**config.mk**
```make
export PLATFORM = sky130hd
export DESIGN_NAME = pkt_dispatch
export DESIGN_NICKNAME = d
export VERILOG_FILES = /design/src/rtl/pkt_dispatch.sv
export SDC_FILE = /design/constraint.sdc
export NUM_CORES = 1
export LEC_CHECK = 0
export ABC_AREA = 1
export CORE_ASPECT_RATIO = 0.5
export CORE_MARGIN = 2
export CORE_UTILIZATION = 58
export CTS_BUF_LIST = sky130_fd_sc_hd__clkbuf_4
export DETAILED_ROUTE_END_ITERATION = 8
export GPL_TIMING_DRIVEN = 0
export PLACE_DENSITY = 0.8
export REMOVE_ABC_BUFFERS = 1
export SYNTH_ARGS = -nofsm -noshare
export SYNTH_HDL_FRONTEND = slang
export SYNTH_SLANG_ARGS = --single-unit
```
**constraint.sdc**
```tcl
create_clock -name clk -period 4.2 [get_ports clk]
set_input_delay 1.05 -clock clk [delete_from_list [all_inputs] [get_ports clk]]
set_output_delay 1.05 -clock clk [all_outputs]
set_load 0.005 [all_outputs]
```
**src/rtl/pkt_dispatch.sv**
```systemverilog
// Packet dispatcher: buffers incoming packets, classifies them through a
// programmable type table and holds per-block enables until each block reports done.
module pkt_dispatch #(
    parameter int unsigned   TYPE_W     = 3,
    parameter int unsigned   ID_W       = 16,
    parameter int unsigned   N_DEST     = 4,
    parameter int unsigned   FIFO_DEPTH = 4,
    parameter logic [ID_W-1:0] BCAST_ID = {ID_W{1'b1}}
) (
    input  logic              clk,
    input  logic              rst,
    input  logic              newpkt,
    input  logic [TYPE_W-1:0] fPktType,
    input  logic [ID_W-1:0]   destinationID,
    input  logic [ID_W-1:0]   myNodeID,
    input  logic              cfg_we,
    input  logic [TYPE_W-1:0] cfg_type,
    input  logic [2*N_DEST-1:0] cfg_mask,
    input  logic [N_DEST-1:0] dest_done,
    output logic [N_DEST-1:0] en_out,
    output logic              iAmDestination,
    output logic [TYPE_W-1:0] pkt_type_out,
    output logic              busy,
    output logic              full,
    output logic [7:0]        drop_cnt
);

    localparam int unsigned AW = (FIFO_DEPTH > 1) ? $clog2(FIFO_DEPTH) : 1;
    localparam int unsigned CW = AW + 1;
    localparam int unsigned EW = TYPE_W + 1;
    localparam int unsigned NT = 2 ** TYPE_W;
    localparam int unsigned MW = 2 * N_DEST;

    typedef enum logic {
        S_IDLE     = 1'b0,
        S_DISPATCH = 1'b1
    } state_t;

    // Power-on contents of the type table: {gated, unconditional}.
    function automatic logic [MW-1:0] tbl_default(input int unsigned idx);
        logic [MW-1:0] m;
        m = '0;
        case (idx)
            0, 4: m[3:0] = 4'b1010;
            1:    m[3:0] = 4'b0110;
            2:    m[3:0] = 4'b1100;
            3:    m[3:0] = 4'b1001;
            5, 6: begin
                m[0]        = 1'b1;
                m[N_DEST+3] = 1'b1;
            end
            default: m = '0;
        endcase
        return m;
    endfunction

    state_t              r_state;
    state_t              w_state_nxt;
    logic [EW-1:0]       r_mem [FIFO_DEPTH];
    logic [AW-1:0]       r_wp;
    logic [AW-1:0]       r_rp;
    logic [CW-1:0]       r_cnt;
    logic                r_full;
    logic [7:0]          r_drop;
    logic [MW-1:0]       r_tbl [NT];
    logic [N_DEST-1:0]   r_pend;
    logic                r_iam;
    logic [TYPE_W-1:0]   r_type;

    logic                w_empty;
    logic                w_full_now;
    logic                w_pop;
    logic                w_push;
    logic                w_drop;
    logic                w_match;
    logic [EW-1:0]       w_head;
    logic [MW-1:0]       w_entry;
    logic [N_DEST-1:0]   w_mask;
    logic [N_DEST-1:0]   w_pend_nxt;
    logic [CW-1:0]       w_cnt_nxt;

    assign w_empty    = (r_cnt == '0);
    assign w_full_now = (r_cnt == CW'(FIFO_DEPTH));
    assign w_match    = (destinationID == myNodeID) || (destinationID == BCAST_ID);
    assign w_push     = newpkt && (!w_full_now || w_pop);
    assign w_drop     = newpkt && w_full_now && !w_pop;
    assign w_cnt_nxt  = r_cnt + CW'(w_push) - CW'(w_pop);

    // Head entry layout: {type, match}; table read sees the pre-write value.
    assign w_head  = r_mem[r_rp];
    assign w_entry = r_tbl[w_head[EW-1:1]];
    assign w_mask  = w_entry[N_DEST-1:0] | (w_entry[MW-1:N_DEST] & {N_DEST{w_head[0]}});

    always_ff @(posedge clk) begin
        if (rst) r_state <= S_IDLE;
        else     r_state <= w_state_nxt;
    end

    always_comb begin
        w_state_nxt = r_state;
        case (r_state)
            S_IDLE:     if (!w_empty && (w_mask != '0)) w_state_nxt = S_DISPATCH;
            S_DISPATCH: if ((r_pend & ~dest_done) == '0) w_state_nxt = S_IDLE;
            default:    w_state_nxt = S_IDLE;
        endcase
    end

    always_comb begin
        w_pop      = 1'b0;
        w_pend_nxt = r_pend;
        case (r_state)
            S_IDLE: begin
                if (!w_empty) begin
                    w_pop      = 1'b1;
                    w_pend_nxt = w_mask;
                end
            end
            S_DISPATCH: w_pend_nxt = r_pend & ~dest_done;
            default:    w_pend_nxt = '0;
        endcase
    end

    always_ff @(posedge clk) begin
        if (rst) begin
            r_pend <= '0;
            r_iam  <= 1'b0;
            r_type <= '0;
        end else begin
            r_pend <= w_pend_nxt;
            if (w_pop) begin
                r_iam  <= w_head[0];
                r_type <= w_head[EW-1:1];
            end
        end
    end

    always_ff @(posedge clk) begin
        if (rst) begin
            r_wp   <= '0;
            r_rp   <= '0;
            r_cnt  <= '0;
            r_full <= 1'b0;
        end else begin
            if (w_push) r_wp <= r_wp + AW'(1);
            if (w_pop)  r_rp <= r_rp + AW'(1);
            r_cnt  <= w_cnt_nxt;
            r_full <= (w_cnt_nxt == CW'(FIFO_DEPTH));
        end
    end

    always_ff @(posedge clk) begin
        if (!rst && w_push) r_mem[r_wp] <= {fPktType, w_match};
    end

    always_ff @(posedge clk) begin
        if (rst)                         r_drop <= '0;
        else if (w_drop && r_drop != 8'hFF) r_drop <= r_drop + 8'd1;
    end

    always_ff @(posedge clk) begin
        if (rst) begin
            for (int unsigned i = 0; i < NT; i++) r_tbl[i] <= tbl_default(i);
        end else if (cfg_we) begin
            r_tbl[cfg_type] <= cfg_mask;
        end
    end

    assign en_out         = r_pend;
    assign iAmDestination = r_iam;
    assign pkt_type_out   = r_type;
    assign busy           = (r_state == S_DISPATCH);
    assign full           = r_full;
    assign drop_cnt       = r_drop;

endmodule

```
# Yosys cells after proc, flatten, opt, wreduce, memory -nomap -nowiden
# Memory sizes are Yosys's and may differ from the RTL's. A register that Yosys moved wholly into a read port is not among the register bits.
# Index checks and enable logic that the tools add are counted.
dict set report classes {
  add_sub_neg 5
  n_mul 0
  div 0
  n_lt_le_gt_ge 0
  n_eq_ne 6
  n_shift 0
  n_mux 27
  bitwise 5
  n_reduce_logical 16
}
# operator count
set ops {}
lappend ops {{4-bit two-way mux} 6}
lappend ops {{16-bit == test} 1}
lappend ops {{16-bit == test (second input constant)} 1}
lappend ops {{8-bit two-way mux} 2}
lappend ops {{1-bit two-way mux} 13}
lappend ops {{8-bit by 1-bit adder with 8-bit output (second input constant)} 1}
lappend ops {{4-bit AND} 2}
lappend ops {{8-bit != test (second input constant)} 1}
lappend ops {{4-bit case mux with 2 select lines} 1}
lappend ops {{8-bit OR reduction} 1}
lappend ops {{3-bit == test (second input constant)} 2}
lappend ops {{1-bit logical AND} 6}
lappend ops {{6-bit two-way mux} 1}
lappend ops {{2-bit by 1-bit adder with 2-bit output (second input constant)} 2}
lappend ops {{1-bit logical NOT} 4}
lappend ops {{4-bit logical NOT} 1}
lappend ops {{2-bit two-way mux} 2}
lappend ops {{4-bit NOT} 1}
lappend ops {{4-bit bitwise OR} 1}
lappend ops {{4-bit nonzero test} 1}
lappend ops {{3-bit by 1-bit adder with 3-bit output} 1}
lappend ops {{3-bit logical NOT} 1}
lappend ops {{3-bit two-way mux} 1}
lappend ops {{3-bit by 1-bit subtractor with 3-bit output} 1}
lappend ops {{other kinds (4)} 5}
dict set report word_totals {
  register_bits 25
  latchBits 0
  mem_bits_rw 80
  rom_bits 0
  in_bits 54
  output_inout_bits 18
  elab_cells 70
  memories 2
}
# memory words word_bits rd rd_clocked_by_memory_dff write_ports line_no
set mem_list {}
lappend mem_list {r_tbl 8 8 1 0 8 65} ;# logic [MW-1:0] r_tbl [NT];
lappend mem_list {r_mem 4 4 1 1 1 59} ;# logic [EW-1:0] r_mem [FIFO_DEPTH];

# Logic depth before layout (Yosys ltp)
# Gate-level depths: netlist of the first run.
dict set report depth {
  word_depth 8
  ltp_mapped 15
  depth_no_buf 13
}

# Least setup slack after synthesis of the first run
# No wires, ideal clock.
dict set report synth_path {
  kind {input port to flip-flop}
  from {in rst}
  to {mem r_tbl[7][0] in the netlist's numbering, enable pin}
  setup_ps 303
  t_arrival_ps 2229
  t_required_ps 3897
  slack_ps 1668
  stages 6
  path_buffers 2
  cell_sequence {clkbuf_1 > clkinv_1 > nand3_1 > or2_2 > clkbuf_1 > nand2_1}
}
# item line_no
set synth_rtl {}
lappend synth_rtl {{start: declaration} 11} ;# input logic rst,
lappend synth_rtl {{end: declaration} 65}

==> flow_summary.yaml, run 1 <==
logic_synthesis:
  yosys.area_share.simple_pct: 25.68
  yosys-top-cells-area: "edfxtp_1, dfxtp_1, nand2_1, nor2_1, inv_1"
  yosys.area_share.xor_xnor_pct: 2.332
  ys_ff_latch: 107
  postSynthCellCount: 586
  syn_area_sq_mm: 0.005258
  async_flop_share_pct: 0
  synth_top_cell_by_area: "edfxtp_1"
  netlist-cell-type-count: 34
  synth_top_family_by_area: "simple AND/OR/NAND/NOR gates"
  synth-edff-count: 80
  synth_top_area_share_pct: 45.69
  synth-compound-area-share_pct: 5.735
  yosysSeqAreaShare_pct: 55.97
  synth_mux_area_share_pct: 0
  synthAdderAreaFrac_pct: 2.047
  avgSynthCellArea_sq_um: 8.972
  ys.flop_type: "edfxtp_1"
  yosysWarnings: 0
timing:
  final_hold_viol_count: 0
  max_slew_margin_pct: 21.27
  maxSlewViolCount: 0
  finalClockSkew_ps: 17.01
  rsz0062_at_grt: "false"
  tightest_slew_ps: 1181
  finalCriticalPeriod_ps: 3345
  finalCritPeriodShare_pct: 79.65
  fmax_mhz: 298.9
  setup_viol: 0
  setup_tns_ps: 0
cells_and_area:
  nets: 712
  synthToLayoutAreaGrowth_pct: 16.28
  num-fill-cells: 710
  seq_area_sq_mm: 0.002943
  layout.cells.non_filler: 772
  drive_gt1_share_pct: 4.427
  layout_commonest_cell: "nand2_1"
  layout_common_cells: "nand2_1, nor2_1, edfxtp_1, inv_1, clkdlybuf4s50_1"
  multi_input_area_sq_mm: 0.001882
  diodes: 0
clock_tree:
  clk_pin_slew_ps: 160
  cts_setup_buffers: 0
  clk_latency_ps: 470
  cts_tree: "yes"
  cts_buffers: 9
  cts_hold_buffers: 0
  htree_levels: 3
  cts_resized: 0
  cts.path.max_buffers: 2
  cts-root-buf: "clkbuf_4"
  clock_sinks: 107
drt:
  dr.pass1.iters: 5
  wl_per_cell_um: 14.92
  dr.first_iter.drc_count: 307
  vias: 4100
  routed_wl_mm: 11.52
  postRouteAntennaNets: 0
  vias_per_cell: 5.311
  drc_errors: 0
critical_path:
  worst_r2r_endpoint: "full$_SDFF_PP0_"
  rr_startpoint: "r_cnt[1]$_SDFF_PP0_"
  ff2ff_setup_slack_ps: 1530
  r2r_cells: 7
  critPathMaxFanout: 28
  worstPathRequired_ps: 4370
  worstPathArrival_ps: 3520
  path_class: "in2reg"
  startpoint_type: "primary input"
  worstSetupEndpointType: "flip-flop"
global_routing:
  grt_first_pass_wirelength_mm: 18.45
  grt_antenna_before_repair: 0
  grt_pass1_vias: 3985
  grtUsageTotal_pct: 24.43
  grt_overflow: 0
  grt_max_degree: 35
run:
  max_cap_viol_count: 0
outcome:
  status: "completed"
floorplanning:
  coreArea_sq_mm: 0.008768
  rows: 24
  fp.dieArea_sq_mm: 0.009889
  initial_core_util_pct: 59.96
  die-width_um: 138.6
  die_y_um: 71.33
  io_pins: 72
hold_path:
  min_from: "drop_cnt[2]$_SDFFE_PP0P_"
  hold_path.class: "reg2reg"
  holdPathEnd: "drop_cnt[2]$_SDFFE_PP0P_"
  hold_depth: 2
place:
  dp_cells: 756
  gp_congestion: 0.8931
  post-dp-hpwl_mm: 8.067
  numPortBuffers: 71
pwr:
  ir_drop_mv: 0.2376
  p_leak_uw: 0.002479
  p_per_area_mw_per_mm2: 485.3
[synth_stat cells (2+ instances only)]
library cell	number
inv_2	2
nand3_4	2
xor2_1	7
buf_2	5
buf_6	4
a211oi_1	2
edfxtp_1	80
dfxtp_1	27
buf_4	4
xnor2_1	7
clkbuf_1	5
o22ai_1	2
ha_1	7
nor2_1	87
nand2_2	3
a21oi_1	29
nor3_1	4
nand4_1	7
o21ai_0	19
nand2_1	118
nand3_1	50
and3_1	2
or2_2	4
inv_1	79
nand3b_1	21
[logic make-up (layout without fill, tap and decap cells)]
logic type	count (synthesis)	after routing
compound gates	56	56
xor+xnor	14	14
fa+ha+maj	8	8
buf+inv	101	170
flops	107	107
simple gates	300	300
[routing by layer]
layer,up-vias,global-route usage [%],wire length (um)
li1,2042,-,-
met5,-,0,0
met4,0,10.66,315
met1,1876,30.03,4782
met2,156,41.64,5450
met3,26,6.684,971
[layout make-up]
class / count / share of cell area (%)
Clock buffer: 10 / 1.228
Multi-Input combinational cell: 378 / 30.78
Sequential cell: 107 / 48.14
Tap cell: 117 / 2.395
Timing Repair Buffer: 71 / 11.63
Inverter: 83 / 5.137
Clock inverter: 6 / 0.6959
[stage by stage]
| step | cell area [sq um] | worst slack [ps] | power [uW] | hold slack, ps | util, % |
|---|---|---|---|---|---|
| 2_1_floorplan | 5139 | 1801 | 2086 | 469.7 | - |
| 3_3_place_gp | 5996 | 398.1 | 2483 | 468.5 | 68.38 |
| 3_5_place_dp | 5996 | 371.4 | 2516 | 484.0 | 68.38 |
| 4_1_cts | 6113 | 888.8 | 2958 | 509.6 | 69.72 |
| 5_1_grt | 6113 | 581.6 | 3164 | 533.5 | 69.72 |
| 6_report | 6113 | 854.7 | 2967 | 510.2 | 69.72 |
[sequential cells by signal (all words and copies together), names as in the netlist, named ones only]
signal and count:
r_rp 2, full 1, pkt_type_out 3, r_cnt 3, iAmDestination 1, r_wp 2
busy 1, r_mem 16, drop_cnt 8, en_out 4, r_tbl 64
[worst max-delay path by stage]
stage / slack (ps) / to / cells after the start / from
4_1_cts: 890 / r_tbl[1][5]$_SDFFCE_PN0P_ / 6 / rst
6_report: 850 / r_tbl[3][6]$_SDFFCE_PN0P_ / 6 / rst
5_1_grt: 580 / r_tbl[3][2]$_SDFFCE_PN0P_ / 6 / rst
3_5_place_dp: 370 / r_tbl[3][6]$_SDFFCE_PN0P_ / 6 / rst
3_3_place_gp: 400 / r_tbl[3][4]$_SDFFCE_PN0P_ / 6 / rst
2_1_floorplan: 1800 / full$_SDFF_PP0_ / 8 / newpkt
[report_power, final]
| part | switching, uW | internal, uW | leakage (uW) | total, uW |
|---|---|---|---|---|
| combinational | 751 | 424 | 0.00143 | 1180 |
| clock | 334 | 129 | 0.0000640 | 463 |
| sequential | 73.6 | 1250 | 0.000981 | 1330 |
| total | 1160 | 1810 | 0.00248 | 2970 |
[worst max-delay path: stages]
cell and delay (ps):
clkdlybuf4s50_1 650, clkinv_1 710, nand3_1 470, nor2_1 150, inv_1 220, nand2_1 260
No activity file was read; power rests on OpenSTA's default activity.
==> run 2, diff against run 1 <==
Settings changed: CORE_UTILIZATION 58 to 57, PLACE_DENSITY 0.8 to 0.79.
Clock period 4.2 ns to 3.4 ns, I/O delays scaled along.
==> run 2 against run 1 <==
Against the previous run:
- die area rose by 1.7%
- design area rose by 0.47%
- flip-flop and latch count unchanged
- non-clock buffer count is the same
==> flow_summary.yaml, run 2 (same netlist as run 1, synthesis figures left out) <==
drt:
  wl_per_cell_um: 14.57
  routed_wl_mm: 11.25
  dr.first_iter.drc_count: 289
  vias: 4069
  drc_errors: 0
  postRouteAntennaNets: 0
  dr.pass1.iters: 6
  vias_per_cell: 5.271
clock_tree:
  cts-root-buf: "clkbuf_4"
  htree_levels: 3
  cts_tree: "yes"
  clock_sinks: 107
  cts_hold_buffers: 0
  cts.path.max_buffers: 2
  clk_latency_ps: 470
  clk_pin_slew_ps: 150
  cts_buffers: 9
timing:
  finalCriticalPeriod_ps: 2949
  final_hold_viol_count: 0
  tightest_slew_ps: 1248
  fmax_mhz: 339.1
  rsz0062_at_grt: "false"
  maxSlewViolCount: 0
  max_slew_margin_pct: 16.80
  finalClockSkew_ps: 19.36
  setup_viol: 0
  finalCritPeriodShare_pct: 86.75
global_routing:
  grt_first_pass_wirelength_mm: 17.56
  grt_overflow: 0
  grtUsageTotal_pct: 22.81
  grt_antenna_before_repair: 0
  grt_max_degree: 35
  grt_pass1_vias: 3881
place:
  dp_cells: 756
  gp_congestion: 0.8743
  post-dp-hpwl_mm: 7.778
  numPortBuffers: 71
critical_path:
  startpoint_type: "primary input"
  worstSetupEndpointType: "flip-flop"
  worstPathArrival_ps: 3090
  cp_slowest_cell: "clkdlybuf4s50_1"
  cp_slowest_stage_delay_ps: 710
  path_buf_inv: 3
  critPathMaxFanout: 28
  worstPathRequired_ps: 3540
  path_class: "in2reg"
  ff2ff_setup_slack_ps: 640
  path_cells: "clkdlybuf4s50_1 -> clkinvlp_4 -> nand3_1 -> nor2_1 -> inv_1 -> nand2_1"
  crit_family: "buffers and inverters"
pwr:
  ir_drop_mv: 0.3271
  p_seq_share_pct: 44.0
  swShare_pct: 37.81
  power_frac_comb_pct: 38.7
  p_int_uw: 2324
  p_per_area_mw_per_mm2: 608.3
  clkPwrFrac_pct: 17.2
  power_switching_uw: 1413
  p_leak_uw: 0.002483
cells_and_area:
  layout_commonest_cell: "nand2_1"
  nets: 712
  layout.cells.non_filler: 772
  regMostFlops: "r_tbl"
  drive_gt1_share_pct: 4.733
  largest_register_ffs: 64
  final_util_pct: 69.57
  layout_common_cells: "nand2_1, nor2_1, edfxtp_1, inv_1, clkdlybuf4s50_1"
  synthToLayoutAreaGrowth_pct: 16.83
  diodes: 0
outcome:
  status: "completed"
floorplanning:
  die-width_um: 139.8
  io_pins: 72
  fp.dieArea_sq_mm: 0.01005
  coreArea_sq_mm: 0.008828
  die_y_um: 71.91
  rows: 24
  initial_core_util_pct: 59.55
run:
  max_cap_viol_count: 0
hold_path:
  hold_path.class: "reg2reg"
[run 2: stage by stage]
| stage | instance area [sq um] | worst slack (ps) | hold slack [ps] | power [uW] | setup TNS, ps |
|---|---|---|---|---|---|
| final | 6142 | 450.6 | 500.2 | 3736 | 0 |
| after CTS | 6138 | 224.4 | 500.8 | 3732 | 0 |
| after detailed placement | 5996 | -269.9 | 479.4 | 3099 | -13300 |
| after global placement | 5996 | -215.0 | 477.6 | 3057 | -10580 |
| after global routing | 6142 | 213.1 | 522.4 | 3954 | 0 |
| after floorplan | 5139 | 1148 | 469.7 | 2576 | 0 |
[run 2: cell type report]
cell class | instances | area (sq um)
Sequential cell | 107 | 2943
Inverter | 83 | 317.8
Multi-Input combinational cell | 378 | 1882
Clock inverter | 4 | 52.55
Tap cell | 117 | 146.4
Clock buffer | 12 | 90.09
Fill cell | 694 | 2686
Timing Repair Buffer | 71 | 710.7
[run 2: routing by layer]
metal  wire length (um)  part of all wire [%]  global-route usage, %  up-vias
li1                   -                     -                      -     2043
met1               4626                    41                  27.70     1856
met2               5570                    50                  39.89      140
met3                757                   6.7                  5.479       30
met4                294                   2.6                  10.00        0
met5                  0                     0                      0        -
[run 2: final timing paths]
path,from,to,cells past startpoint
setup / recovery,rst,r_tbl[3][1]$_SDFFCE_PN0P_,6
setup reg to reg,r_cnt[1]$_SDFF_PP0_,full$_SDFF_PP0_,7
hold reg to reg,drop_cnt[2]$_SDFFE_PP0P_,drop_cnt[2]$_SDFFE_PP0P_,2
hold / removal,drop_cnt[2]$_SDFFE_PP0P_,drop_cnt[2]$_SDFFE_PP0P_,2
[run 2: worst reg2reg max path, stage by stage, from the launching register on]
cell and delay, ps:
dfxtp_1 400, nor2_1 80, a21oi_1 950, ha_1 400, inv_1 50, ha_1 160
fa_1 450, nor3_1 200
[run 2: power by group through the flow]
stage          combinational, uW  clock [uW]  sequential (uW)
2_1_floorplan                921           0             1660
3_3_place_gp                1390           0             1670
3_5_place_dp                1420           0             1670
4_1_cts                     1440         651             1640
5_1_grt                     1590         695             1660
6_report                    1450         644             1650
[run 2: what timing repair did]
item	4_1_cts	5_1_grt
setup buffers	0	0
resized for setup	0	1
setup endpoints to repair	0	33
